[src/rtl/cmd_ctrl_if.sv]
// Byte-stream input and decoded configuration/strobe outputs of the command sequencer.
// The receive side has no backpressure, so rx_stb_i is accepted on every cycle it is high.
interface cmd_ctrl_if;
  logic [7:0]  rx_data_i;
  logic        rx_stb_i;
  logic [23:0] cfg_div_o;
  logic [15:0] cfg_read_cnt_o;
  logic [15:0] cfg_delay_cnt_o;
  logic [15:0] cfg_flags_o;
  logic [31:0] trg_msk_o;
  logic [31:0] trg_val_o;
  logic [31:0] trg_cfg_o;
  logic        cfg_upd_o;
  logic        tx_en_o;
  logic        soft_reset_o;
  logic        run_o;
  logic        id_req_o;
  logic        meta_req_o;
  logic        finish_o;
  logic        query_in_o;
  logic        arm_o;

  modport master (
    output rx_data_i, rx_stb_i,
    input  cfg_div_o, cfg_read_cnt_o, cfg_delay_cnt_o, cfg_flags_o,
    input  trg_msk_o, trg_val_o, trg_cfg_o, cfg_upd_o, tx_en_o,
    input  soft_reset_o, run_o, id_req_o, meta_req_o, finish_o, query_in_o, arm_o
  );

  modport slave (
    input  rx_data_i, rx_stb_i,
    output cfg_div_o, cfg_read_cnt_o, cfg_delay_cnt_o, cfg_flags_o,
    output trg_msk_o, trg_val_o, trg_cfg_o, cfg_upd_o, tx_en_o,
    output soft_reset_o, run_o, id_req_o, meta_req_o, finish_o, query_in_o, arm_o
  );
endinterface

[src/rtl/cmd_ctrl.sv]
// SUMP command sequencer: outputs update one cycle after the accepting strobe (opcode or 4th argument).
// No backpressure: a byte is consumed every strobed cycle; stalled long commands are dropped by a timeout.
module cmd_ctrl #(
  parameter int unsigned TIMEOUT_CYCLES = 100000
) (
  input logic     clk_i,
  input logic     rst_in,
  cmd_ctrl_if.slave bus
);
  localparam int unsigned CW = $clog2(TIMEOUT_CYCLES + 1);

  typedef enum logic {IDLE, ARG} state_t;

  state_t        state, state_nxt;
  logic [1:0]    idx;
  logic [7:0]    opcode;
  logic [23:0]   arg_lo;
  logic [CW-1:0] tmo_cnt;
  logic          timeout;
  logic          short_cmd;
  logic          exec_long;
  logic [31:0]   arg;

  always_ff @(posedge clk_i or negedge rst_in) begin
    if (!rst_in) state <= IDLE;
    else         state <= state_nxt;
  end

  always_comb begin
    state_nxt = state;
    short_cmd = 1'b0;
    exec_long = 1'b0;
    // A strobe in the timeout cycle wins, so timeout is qualified by !rx_stb_i.
    timeout   = (state == ARG) && !bus.rx_stb_i && (tmo_cnt == CW'(TIMEOUT_CYCLES - 1));
    arg       = {bus.rx_data_i, arg_lo};
    case (state)
      IDLE: begin
        if (bus.rx_stb_i) begin
          if (bus.rx_data_i[7]) state_nxt = ARG;
          else                  short_cmd = 1'b1;
        end
      end
      ARG: begin
        if (bus.rx_stb_i && idx == 2'd3) begin
          state_nxt = IDLE;
          exec_long = 1'b1;
        end else if (timeout) begin
          state_nxt = IDLE;
        end
      end
      default: state_nxt = IDLE;
    endcase
  end

  always_ff @(posedge clk_i or negedge rst_in) begin
    if (!rst_in) begin
      idx                 <= '0;
      opcode              <= '0;
      arg_lo              <= '0;
      tmo_cnt             <= '0;
      bus.cfg_div_o       <= '0;
      bus.cfg_read_cnt_o  <= '0;
      bus.cfg_delay_cnt_o <= '0;
      bus.cfg_flags_o     <= '0;
      bus.trg_msk_o       <= '0;
      bus.trg_val_o       <= '0;
      bus.trg_cfg_o       <= '0;
      bus.cfg_upd_o       <= 1'b0;
      bus.tx_en_o         <= 1'b1;
      bus.soft_reset_o    <= 1'b0;
      bus.run_o           <= 1'b0;
      bus.id_req_o        <= 1'b0;
      bus.meta_req_o      <= 1'b0;
      bus.finish_o        <= 1'b0;
      bus.query_in_o      <= 1'b0;
      bus.arm_o           <= 1'b0;
    end else begin
      bus.cfg_upd_o    <= 1'b0;
      bus.soft_reset_o <= 1'b0;
      bus.run_o        <= 1'b0;
      bus.id_req_o     <= 1'b0;
      bus.meta_req_o   <= 1'b0;
      bus.finish_o     <= 1'b0;
      bus.query_in_o   <= 1'b0;
      bus.arm_o        <= 1'b0;

      if (bus.rx_stb_i || state != ARG) tmo_cnt <= '0;
      else                              tmo_cnt <= tmo_cnt + CW'(1);

      if (state == IDLE && bus.rx_stb_i && bus.rx_data_i[7]) begin
        opcode <= bus.rx_data_i;
        idx    <= '0;
      end

      if (state == ARG && bus.rx_stb_i) begin
        idx <= idx + 2'd1;
        case (idx)
          2'd0:    arg_lo[7:0]   <= bus.rx_data_i;
          2'd1:    arg_lo[15:8]  <= bus.rx_data_i;
          2'd2:    arg_lo[23:16] <= bus.rx_data_i;
          default: ;
        endcase
      end

      if (short_cmd) begin
        case (bus.rx_data_i)
          8'h00: begin
            bus.soft_reset_o    <= 1'b1;
            bus.cfg_div_o       <= '0;
            bus.cfg_read_cnt_o  <= '0;
            bus.cfg_delay_cnt_o <= '0;
            bus.cfg_flags_o     <= '0;
            bus.trg_msk_o       <= '0;
            bus.trg_val_o       <= '0;
            bus.trg_cfg_o       <= '0;
            bus.tx_en_o         <= 1'b1;
          end
          8'h01:   bus.run_o      <= 1'b1;
          8'h02:   bus.id_req_o   <= 1'b1;
          8'h04:   bus.meta_req_o <= 1'b1;
          8'h05:   bus.finish_o   <= 1'b1;
          8'h06:   bus.query_in_o <= 1'b1;
          8'h0F:   bus.arm_o      <= 1'b1;
          8'h11:   bus.tx_en_o    <= 1'b1;
          8'h13:   bus.tx_en_o    <= 1'b0;
          default: ;
        endcase
      end

      // Non-stage-0 trigger words and unknown long opcodes fall through to default.
      if (exec_long) begin
        case (opcode)
          8'h80: begin
            bus.cfg_div_o <= arg[23:0];
            bus.cfg_upd_o <= 1'b1;
          end
          8'h81: begin
            bus.cfg_read_cnt_o  <= arg[15:0];
            bus.cfg_delay_cnt_o <= arg[31:16];
            bus.cfg_upd_o       <= 1'b1;
          end
          8'h82: begin
            bus.cfg_flags_o <= arg[15:0];
            bus.cfg_upd_o   <= 1'b1;
          end
          8'hC0: begin
            bus.trg_msk_o <= arg;
            bus.cfg_upd_o <= 1'b1;
          end
          8'hC1: begin
            bus.trg_val_o <= arg;
            bus.cfg_upd_o <= 1'b1;
          end
          8'hC2: begin
            bus.trg_cfg_o <= arg;
            bus.cfg_upd_o <= 1'b1;
          end
          default: ;
        endcase
      end
    end
  end
endmodule
[src/flat_wrapper.sv]
// flat-port wrapper written by rule: the top's interface ports become plain ports
module cmd_ctrl_flat 
#(
  parameter int unsigned TIMEOUT_CYCLES = 100000
)
  (clk_i, rst_in, bus_rx_data_i, bus_rx_stb_i, bus_cfg_div_o, bus_cfg_read_cnt_o, bus_cfg_delay_cnt_o, bus_cfg_flags_o, bus_trg_msk_o, bus_trg_val_o, bus_trg_cfg_o, bus_cfg_upd_o, bus_tx_en_o, bus_soft_reset_o, bus_run_o, bus_id_req_o, bus_meta_req_o, bus_finish_o, bus_query_in_o, bus_arm_o);
  cmd_ctrl_if bus_i ();
  input logic clk_i;
  input logic rst_in;
  input wire logic [$bits(bus_i.rx_data_i)-1:0] bus_rx_data_i;
  input wire logic [$bits(bus_i.rx_stb_i)-1:0] bus_rx_stb_i;
  output wire logic [$bits(bus_i.cfg_div_o)-1:0] bus_cfg_div_o;
  output wire logic [$bits(bus_i.cfg_read_cnt_o)-1:0] bus_cfg_read_cnt_o;
  output wire logic [$bits(bus_i.cfg_delay_cnt_o)-1:0] bus_cfg_delay_cnt_o;
  output wire logic [$bits(bus_i.cfg_flags_o)-1:0] bus_cfg_flags_o;
  output wire logic [$bits(bus_i.trg_msk_o)-1:0] bus_trg_msk_o;
  output wire logic [$bits(bus_i.trg_val_o)-1:0] bus_trg_val_o;
  output wire logic [$bits(bus_i.trg_cfg_o)-1:0] bus_trg_cfg_o;
  output wire logic [$bits(bus_i.cfg_upd_o)-1:0] bus_cfg_upd_o;
  output wire logic [$bits(bus_i.tx_en_o)-1:0] bus_tx_en_o;
  output wire logic [$bits(bus_i.soft_reset_o)-1:0] bus_soft_reset_o;
  output wire logic [$bits(bus_i.run_o)-1:0] bus_run_o;
  output wire logic [$bits(bus_i.id_req_o)-1:0] bus_id_req_o;
  output wire logic [$bits(bus_i.meta_req_o)-1:0] bus_meta_req_o;
  output wire logic [$bits(bus_i.finish_o)-1:0] bus_finish_o;
  output wire logic [$bits(bus_i.query_in_o)-1:0] bus_query_in_o;
  output wire logic [$bits(bus_i.arm_o)-1:0] bus_arm_o;
  assign bus_i.rx_data_i = bus_rx_data_i;
  assign bus_i.rx_stb_i = bus_rx_stb_i;
  assign bus_cfg_div_o = bus_i.cfg_div_o;
  assign bus_cfg_read_cnt_o = bus_i.cfg_read_cnt_o;
  assign bus_cfg_delay_cnt_o = bus_i.cfg_delay_cnt_o;
  assign bus_cfg_flags_o = bus_i.cfg_flags_o;
  assign bus_trg_msk_o = bus_i.trg_msk_o;
  assign bus_trg_val_o = bus_i.trg_val_o;
  assign bus_trg_cfg_o = bus_i.trg_cfg_o;
  assign bus_cfg_upd_o = bus_i.cfg_upd_o;
  assign bus_tx_en_o = bus_i.tx_en_o;
  assign bus_soft_reset_o = bus_i.soft_reset_o;
  assign bus_run_o = bus_i.run_o;
  assign bus_id_req_o = bus_i.id_req_o;
  assign bus_meta_req_o = bus_i.meta_req_o;
  assign bus_finish_o = bus_i.finish_o;
  assign bus_query_in_o = bus_i.query_in_o;
  assign bus_arm_o = bus_i.arm_o;
  cmd_ctrl #(.TIMEOUT_CYCLES(TIMEOUT_CYCLES)) u_core (.clk_i(clk_i), .rst_in(rst_in), .bus(bus_i));
endmodule
[config.mk]
export PLATFORM = sky130hd
export DESIGN_NAME = cmd_ctrl_flat
export DESIGN_NICKNAME = d
export VERILOG_FILES = /design/src/rtl/cmd_ctrl_if.sv /design/src/rtl/cmd_ctrl.sv /design/src/flat_wrapper.sv
export SDC_FILE = /design/constraint.sdc
export NUM_CORES = 1
export LEC_CHECK = 0
export CAP_MARGIN = 20
export CORE_AREA = 2 2 129 144
export DETAILED_ROUTE_END_ITERATION = 12
export DIE_AREA = 0 0 131 146
export PLACE_DENSITY = 0.77
export SYNTH_ARGS = -nofsm -noshare
export SYNTH_HDL_FRONTEND = slang
export SYNTH_SLANG_ARGS = --single-unit
[constraint.sdc]
create_clock -name clk_i -period 3.7 [get_ports clk_i]
set_input_delay 0.74 -clock clk_i [delete_from_list [all_inputs] [get_ports clk_i]]
set_output_delay 0.74 -clock clk_i [all_outputs]
set_load 0.05 [all_outputs]
==> results of run 1 <==
layout make-up:
type | count | area (sq um) | share of cell area [%]
Timing Repair Buffer | 210 | 2069 | 17.73
Clock buffer | 28 | 645.6 | 5.530
Inverter | 4 | 15.01 | 0.1286
Tap cell | 238 | 297.8 | 2.551
Multi-Input combinational cell | 333 | 2660 | 22.78
Clock inverter | 15 | 255.2 | 2.186
Sequential cell | 229 | 5732 | 49.09
metal layers:
layer,vias to the layer above,GRT usage [%],share of wire [%]
li1,2680,-,-
met1,3307,35.91,41
met2,303,41.27,50
met3,48,4.338,6.6
met4,0,8.245,2.7
met5,-,0,0
stage by stage:
step / cell area (sq um) / cells / utilization (%) / power, W
floorplan: 8549 / 611 / - / 0.004154
global placement: 10760 / 1013 / 61.31 / 0.004796
detailed placement: 10760 / 1013 / 61.31 / 0.004850
CTS: 11660 / 1056 / 66.45 / 0.007552
global route: 11670 / 1057 / 66.53 / 0.007784
finish: 11670 / 1057 / 66.53 / 0.007523
logic make-up after synthesis:
family          Yosys count  share of synthesized area [%]
buf+inv                  49                          2.283
compound gates          191                          18.76
simple gates            100                          6.600
mux                      27                          3.556
flops                   229                          67.04
xor+xnor                 10                          1.024
fa+ha+maj                 5                         0.7317
worst paths after layout:
kind                                          start                            end  slack [ns]  cells past startpoint
max                              u_core.bus.tx_en_o                    bus_tx_en_o        1.07                      1
min                                          rst_in       u_core.bus.trg_val_o[17]        0.29                      1
max reg2reg                           u_core.idx[0]  u_core.bus.cfg_read_cnt_o[15]        1.12                      6
min reg2reg                u_core.bus.trg_msk_o[28]       u_core.bus.trg_msk_o[28]        0.50                      1
max in group asynchronous                    rst_in   u_core.bus.cfg_read_cnt_o[5]        2.50                      2
min in group clk_i         u_core.bus.trg_msk_o[28]       u_core.bus.trg_msk_o[28]        0.50                      1
synthesized netlist by cell type:
cell         n
or3b_2       1
and4_1       3
nor2b_1      2
nor3_1       8
a31oi_1      1
buf_1        1
nand3_1      9
xor2_1       5
nand4b_1     1
buf_2        9
nand2b_1     6
ha_1         5
xnor2_1      5
nor4b_4      1
nand2_1     18
a21oi_1      8
a22o_1     168
nand4_1      4
dfrtp_1    228
nor2_2       1
and2_1       1
mux2_2      27
nand4bb_1    2
nor2_1      23
clkbuf_1    35
nor4_2       1
nor4b_1      1
a31o_2       1
or3_1        4
o21ai_0     10
a32o_1       1
inv_1        4
and3_1       4
and4b_1      1
nor4_1       6
dfstp_2      1
or4_1        2
a41o_1       1
or4b_4       1
o31ai_1      1
flip-flops by register name (all words and copies together), names as in the netlist, 8 cells and up:
register and cells:
u_core.bus.trg_cfg_o 32, u_core.bus.trg_msk_o 32, u_core.bus.trg_val_o 32, u_core.arg_lo 24
u_core.bus.cfg_div_o 24, u_core.tmo_cnt 17, u_core.bus.cfg_delay_cnt_o 16, u_core.bus.cfg_flags_o 16
u_core.bus.cfg_read_cnt_o 16, u_core.opcode 8
power breakdown:
part           switching (W)  total [W]  internal (W)
clock                0.00102    0.00270       0.00168
combinational       0.000882    0.00146      0.000578
sequential          0.000527    0.00337       0.00284
total                0.00243    0.00752       0.00510
==> impl_metrics.csv, run 1 <==
group,metric,value,unit
run_status,outcome,"finished, final reports clean",
flow_run,maxCapViolCount,0,
global_routing,gr-total-overflow,0,
timing,max_slew_margin,31.33,%
power,max-vdd-ir-drop,0.3785,mV
timing,worst_pin_slew,1.029,ns
die,die_w,131,um
timing,final_max_slew_viol_count,0,
cells_and_area,drive_gt1_share,13.19,%
clock_network,root_buffer,"clkbuf_16",
die,ioPinCount,188,
timing,rsz0062_at_grt,"no",
global_routing,grt_pass1_vias,6514,
timing,setup_viol,0,
timing,setup_ws,1.066,ns
clock_network,cts_made_buffers,24,
place,dp_hpwl,15830,um
timing,fin_crit_sh,71.18,%
timing,fin_skew,0.01155,ns
cells_and_area,num_antenna_cells,0,
die,core,17550,sq um
timing,min_period,2.634,ns
logic_synthesis,synth_top_area_share,66.73,%
cells_and_area,areaGrowthSynthToFinish,36.56,%
worst_setup_path,path_max_fanout,3,
route,drt-initial-drc-count,506,
worst_setup_path,crit_path_end_kind,"output port",
logic_synthesis,netlist_instances,611,
place,place_worst_setup_slack,0.5598,ns
logic_synthesis,yosysWarnings,0,
die,dieArea,19130,sq um
clock_network,clockBufferDepth,3,
cells_and_area,fillers,1219,
worst_setup_path,path_buf_inv,1,
worst_setup_path,cp_data_arrival_time,1.89,ns
route,ant_nets,0,
worst_setup_path,start_kind,"register",
logic_synthesis,yosys.area.top_type,"dfrtp_1",
clock_network,cts_hold_buf,0,
clock_network,cts-resized-gates,0,
logic_synthesis,synthDistinctLibCells,40,
route,wire_per_inst,23.03,um
cells_and_area,final_cell_mix,"dfrtp_1 (228), clkdlybuf4s50_1 (186), a22o_1 (168), mux2_2 (27), clkbuf_16 (24)",
route,routed_wl,24340,um
clock_network,clkLatencyLatePin,0.52,ns
global_routing,track_usage,25.74,%
route,vias,6338,
clock_network,post-cts-setup-buffers,0,
global_routing,grt_pass1_wl,38250,um
logic_synthesis,ys_ff_latch,229,
worst_setup_path,slowest_stage,"clkdlybuf4s50_1",
timing,tns,0,ns
min_path,hold_class,"in2async",
timing,max_freq,0.3797,GHz
global_routing,grt_start_max_net_pins,116,
logic_synthesis,synth_area,8549,sq um
cells_and_area,layout.nets,818,
clock_network,cts_tree,"done",
clock_network,clk_pin_slew,0.06,ns
power,power_density,644.4,nW/um^2
worst_setup_path,critical_path.top_delay_family,"buffers and inverters",
worst_setup_path,critPathRequiredTime,2.96,ns
worst_setup_path,critPathKind,"reg2out",
worst_setup_path,path_cells,"clkdlybuf4s50_1",
worst_setup_path,critical_path.max_stage_delay,0.83,ns
clock_network,h-tree-depth,1,
logic_synthesis,syn_area_per_cell,13.99,sq um
logic_synthesis,synthTopCellsByArea,"dfrtp_1 (67%), a22o_1 (17%), mux2_2 (3.6%)",
die,die_h,146,um
global_routing,antenna_found_initial,0,
timing,hold_viol_final,0,
place,gp_congestion,0.8556,
logic_synthesis,seq_area_frac_synth,67.04,%
route,drc,0,
clock_network,cts.sinks,229,
route,drtPass1Iterations,5,
cells_and_area,layout_commonest_cell,"dfrtp_1",
logic_synthesis,syn_nets,627,
die,start_util,48.72,%
timing,holdWs,0.2949,ns
die,rows,51,
power,leakage,5.261,nW
place,port-buffer-count,187,
route,drt-vias-per-instance,5.996,
(Power assumes the default switching activity.)
==> inputs of run 2 (changes only) <==
==> constraint.sdc (replaced) <==
create_clock -name clk_i -period 2.7 [get_ports clk_i]
set_input_delay 0.54 -clock clk_i [delete_from_list [all_inputs] [get_ports clk_i]]
set_output_delay 0.54 -clock clk_i [all_outputs]
set_load 0.05 [all_outputs]
==> impl_metrics.csv, run 2 (synthesis gave the netlist of run 1 again) <==
group,metric,value,unit
run_status,outcome,"finished, final reports clean",
flow_run,maxCapViolCount,0,
power,leakage,5.271,nW
global_routing,gr-total-overflow,0,
place,place_worst_setup_slack,0.08857,ns
die,die_w,131,um
clock_network,cts_made_buffers,22,
global_routing,antenna_found_initial,0,
worst_setup_path,path_buf_inv,1,
timing,final_max_slew_viol_count,0,
timing,setup_ws,0.2717,ns
timing,rsz0062_at_grt,"no",
die,ioPinCount,188,
clock_network,post-cts-setup-buffers,0,
min_path,hold_path_depth,1,
clock_network,root_buffer,"clkbuf_16",
die,core,17550,sq um
timing,setup_viol,0,
die,dieArea,19130,sq um
worst_setup_path,critical_path.top_delay_family,"buffers and inverters",
route,drtPass1Iterations,4,
place,gp_congestion,0.8610,
timing,worst_pin_slew,1.002,ns
global_routing,track_usage,25.58,%
power,power_density,844.3,nW/um^2
clock_network,clockBufferDepth,3,
clock_network,cts_hold_buf,1,
clock_network,h-tree-depth,1,
worst_setup_path,cp.depth,1,
timing,max_freq,0.4118,GHz
cells_and_area,layout.nets,827,
timing,tns,0,ns
timing,hold_viol_final,0,
power,max-vdd-ir-drop,0.5423,mV
global_routing,grt_pass1_vias,6542,
clock_network,cts.sinks,229,
timing,max_slew_margin,33.11,%
place,dp_hpwl,16120,um
cells_and_area,final_cell_mix,"dfrtp_1 (228), clkdlybuf4s50_1 (186), a22o_1 (168), mux2_2 (27), buf_4 (27)",
cells_and_area,areaGrowthSynthToFinish,36.44,%
worst_setup_path,path_max_fanout,3,
timing,fin_crit_sh,89.94,%
worst_setup_path,reg2reg_depth,5,
global_routing,grt_start_max_net_pins,64,
place,dp_cells,1024,
clock_network,cts_tree,"done",
route,routed_wl,24210,um
cells_and_area,utilization,66.47,%
place,place_area,10900,sq um
cells_and_area,fin_area,11660,sq um
route,vias,6368,
die,die_h,146,um
cells_and_area,reg_top3,"u_core.bus.trg_cfg_o: 32 flops, u_core.bus.trg_msk_o: 32 flops, u_core.bus.trg_val_o: 32 flops",
worst_setup_path,crit_path_end_kind,"output port",
place,port-buffer-count,187,
worst_setup_path,cp_data_arrival_time,1.89,ns
min_path,hold_class,"reg2reg",
worst_setup_path,critPathKind,"reg2out",
cells_and_area,stdcell_count,1064,
clock_network,clkLatencyLatePin,0.51,ns
clock_network,cts-resized-gates,0,
timing,fin_skew,0.01748,ns
die,start_util,48.72,%
worst_setup_path,critical_path.max_stage_delay,0.82,ns
cells_and_area,num_antenna_cells,0,
timing,min_period,2.428,ns
cells_and_area,layout_commonest_cell,"dfrtp_1",
worst_setup_path,critPathRequiredTime,2.16,ns
worst_setup_path,start_kind,"register",
route,drt-vias-per-instance,5.985,
cells_and_area,drive_gt1_share,13.08,%
route,ant_nets,0,
clock_network,clk_pin_slew,0.07,ns
global_routing,grt_pass1_wl,37780,um
worst_setup_path,slowest_stage,"clkdlybuf4s50_1",
route,wire_per_inst,22.75,um
route,drc,0,
worst_setup_path,path_cells,"clkdlybuf4s50_1",
die,rows,51,
route,drt-initial-drc-count,609,
## run 2: cell count changes in the layout (fill, tap and decap cells not counted), moves of 2 or more
cell	previous run	this run
bufinv_16	6	3
clkbuf_1	1	7
buf_12	1	6
buf_4	21	27
clkinv_4	2	0
## run 2: final timing paths
path	end	slack, ns	start
setup / recovery	bus_tx_en_o	0.27	u_core.bus.tx_en_o
hold reg to reg	u_core.opcode[7]	0.47	u_core.opcode[7]
max in group asynchronous	u_core.bus.trg_cfg_o[3]	1.34	rst_in
hold / removal	u_core.opcode[7]	0.47	u_core.opcode[7]
setup reg to reg	u_core.bus.cfg_div_o[6]	0.44	u_core.idx[0]
min in group asynchronous	u_core.bus.cfg_delay_cnt_o[0]	0.55	rst_in
## run 2: cell type report
cell class                 count  area, sq um
sequential                   229         5732
clock buffer                  32        629.4
timing repair buffer         221         2210
inverter                       4        15.01
fill                        1189         5883
multi-input combinational    333         2660
clock inverter                 7        121.4
tap                          238        297.8
## run 2: stage by stage
stage / total power [W] / hold slack (ns)
2_1_floorplan: 0.005693 / 0.2444
3_3_place_gp: 0.006596 / 0.4496
3_5_place_dp: 0.006669 / 0.4522
4_1_cts: 0.009881 / 0.4702
5_1_grt: 0.01021 / 0.5020
6_report: 0.009849 / 0.4700
## run 2: layer usage
| metal | global-route usage, % | routed length [um] | vias up |
|---|---|---|---|
| met5 | 0 | 0 | - |
| met4 | 8.457 | 668 | 0 |
| met3 | 4.559 | 1870 | 50 |
| met2 | 41.19 | 11960 | 317 |
| met1 | 35.25 | 9713 | 3300 |
| li1 | - | - | 2701 |
## run 2: report_power, final
group	internal [W]	total, W	switching (W)
clock	0.00192	0.00320	0.00129
sequential	0.00389	0.00460	0.000713
combinational	0.000811	0.00204	0.00123
total	0.00662	0.00985	0.00323
==> inputs of run 3 (changes only) <==
--- a/config.mk
+++ b/config.mk
@@ -6,9 +6,9 @@
 export NUM_CORES = 1
 export LEC_CHECK = 0
 export CAP_MARGIN = 20
-export CORE_AREA = 2 2 129 144
+export CORE_AREA = 3 3 130 145
 export DETAILED_ROUTE_END_ITERATION = 12
-export DIE_AREA = 0 0 131 146
+export DIE_AREA = 0 0 133 148
 export PLACE_DENSITY = 0.77
 export SYNTH_ARGS = -nofsm -noshare
 export SYNTH_HDL_FRONTEND = slang
==> constraint.sdc (replaced) <==
create_clock -name clk_i -period 2.5 [get_ports clk_i]
set_input_delay 0.5 -clock clk_i [delete_from_list [all_inputs] [get_ports clk_i]]
set_output_delay 0.5 -clock clk_i [all_outputs]
set_load 0.05 [all_outputs]
==> impl_metrics.csv, run 3 (synthesis gave the netlist of run 1 again) <==
group,metric,value,unit
run_status,outcome,"finished, final reports clean",
min_path,hp-start,"u_core.opcode[7]",
min_path,min_to,"u_core.opcode[7]",
clock_network,clkLatencyLatePin,0.50,ns
cells_and_area,fin_area,11720,sq um
timing,max_slew_margin,52.41,%
route,vias,6276,
timing,fin_skew,0.01872,ns
worst_setup_path,critPathRequiredTime,2.00,ns
place,port-buffer-count,187,
die,core,17550,sq um
clock_network,root_buffer,"clkbuf_16",
timing,fin_crit_sh,94.45,%
min_path,hold_class,"reg2reg",
cells_and_area,layout_commonest_cell,"dfrtp_1",
clock_network,post-cts-setup-buffers,0,
global_routing,grt_pass1_vias,6499,
timing,tns,0,ns
die,dieArea,19680,sq um
power,seqPwrFrac,46.9,%
route,ant_nets,0,
clock_network,cts.sinks,229,
cells_and_area,fillers,1236,
clock_network,cts_made_buffers,22,
worst_setup_path,r2r_slack,0.27,ns
power,swShare,32.15,%
route,drtPass1Iterations,5,
die,die_w,133,um
cells_and_area,layout.nets,829,
timing,setup_ws,0.1388,ns
timing,max_freq,0.4235,GHz
power,p_clk_share,32.3,%
place,gp_congestion,0.8240,
route,drt-vias-per-instance,5.887,
timing,rsz0062_at_grt,"no",
cells_and_area,final_cell_mix,"dfrtp_1 (228), clkdlybuf4s50_1 (186), a22o_1 (168), mux2_2 (27), buf_4 (25)",
worst_setup_path,path_cells,"clkdlybuf4s50_1",
die,rows,51,
power,p_int,0.007175,W
worst_setup_path,path_max_fanout,3,
worst_setup_path,critical_path.max_stage_delay,0.83,ns
worst_setup_path,critPathKind,"reg2out",
place,place_worst_setup_slack,-0.1276,ns
cells_and_area,num_antenna_cells,0,
worst_setup_path,rr_endpoint,"u_core.bus.cfg_read_cnt_o[7]",
route,wire_per_inst,22.34,um
timing,worst_pin_slew,0.7131,ns
worst_setup_path,crit_path_end_kind,"output port",
worst_setup_path,start_kind,"register",
die,ioPinCount,188,
power,max-vdd-ir-drop,0.5203,mV
die,die_h,148,um
global_routing,track_usage,24.00,%
global_routing,gr-total-overflow,0,
cells_and_area,multi_input_area,2660,sq um
power,power,0.01058,W
cells_and_area,areaGrowthSynthToFinish,37.04,%
worst_setup_path,critical_path.top_delay_family,"buffers and inverters",
timing,setup_viol,0,
clock_network,h-tree-depth,1,
place,dp_hpwl,16120,um
clock_network,cts-resized-gates,0,
cells_and_area,utilization,66.77,%
timing,min_period,2.361,ns
route,drc,0,
worst_setup_path,r2r_start,"u_core.idx[0]",
timing,final_max_slew_viol_count,0,
flow_run,maxCapViolCount,0,
clock_network,clk_pin_slew,0.06,ns
clock_network,cts_tree,"done",
worst_setup_path,cp_data_arrival_time,1.86,ns
power,leakage,5.300,nW
clock_network,clockBufferDepth,3,
power,power_density,902.6,nW/um^2
worst_setup_path,slowest_stage,"clkdlybuf4s50_1",
timing,hold_viol_final,0,
worst_setup_path,reg2reg_depth,5,
place,place_area,10950,sq um
cells_and_area,regArea,5732,sq um
power,power_switching,0.003400,W
route,drt-initial-drc-count,433,
global_routing,antenna_found_initial,0,
global_routing,grt_start_max_net_pins,73,
worst_setup_path,path_buf_inv,1,
power,combPwrFrac,20.9,%
min_path,hold_path_depth,1,
die,start_util,48.72,%
route,routed_wl,23810,um
cells_and_area,reg_top3,"u_core.bus.trg_cfg_o: 32 flops, u_core.bus.trg_msk_o: 32 flops, u_core.bus.trg_val_o: 32 flops",
global_routing,grt_pass1_wl,37550,um
cells_and_area,drive_gt1_share,13.04,%
-- run 3: changes by cell type in the layout (fill, tap and decap cells not counted) --
cell        previous run  this run
buf_12                 6         9
buf_6                  0         1
inv_8                  1         0
clkbuf_8               2         3
buf_4                 27        25
clkinvlp_4             2         0
clkbuf_1               7         9
-- run 3: per-stage QoR --
step | hold WS, ns | instances
finish | 0.4798 | 1066
global route | 0.4995 | 1066
CTS | 0.4787 | 1065
floorplan | 0.2044 | 611
detailed placement | 0.4608 | 1025
global placement | 0.4482 | 1025
-- run 3: timing repair --
action	CTS	global route
endpoints found under the hold margin	66	0
endpoints found under the setup margin	0	0
hold buffers	1	0
-- run 3: worst max-delay path by stage --
stage | depth (start not counted) | start | slack [ns] | endpoint
after CTS | 1 | u_core.bus.tx_en_o | 0.12 | bus_tx_en_o
after floorplan | 6 | bus_rx_data_i[2] | 0.29 | u_core.bus.cfg_delay_cnt_o[0]
after detailed placement | 7 | bus_rx_data_i[5] | -0.13 | u_core.bus.cfg_div_o[5]
final | 1 | u_core.bus.tx_en_o | 0.14 | bus_tx_en_o
after global placement | 7 | bus_rx_data_i[2] | -0.07 | u_core.bus.trg_cfg_o[15]
after global routing | 1 | u_core.bus.tx_en_o | 0.09 | bus_tx_en_o
-- run 3: area by class of cell --
class | instances | share of cell area (%)
timing repair buffer | 223 | 19.34
sequential | 229 | 48.92
multi-input combinational | 333 | 22.70
clock inverter | 4 | 0.8116
inverter | 4 | 0.1282
clock buffer | 35 | 5.553
tap | 238 | 2.542
-- run 3: power groups by stage --
stage / Clock, W / Sequential (W) / Combinational, W
after global routing: 0.00363 / 0.00502 / 0.00233
after CTS: 0.00346 / 0.00494 / 0.00223
after global placement: 0 / 0.00498 / 0.00215
final: 0.00341 / 0.00496 / 0.00221
after detailed placement: 0 / 0.00500 / 0.00221
after floorplan: 0 / 0.00545 / 0.000703
-- run 3: layer usage --
layer  vias to the layer above  part of all wire (%)  GRT usage (%)
met4                         0                   2.9          8.420
met1                      3278                    42          32.32
met5                         -                     0              0
li1                       2716                     -              -
met2                       232                    50          40.27
met3                        50                   5.6          3.404
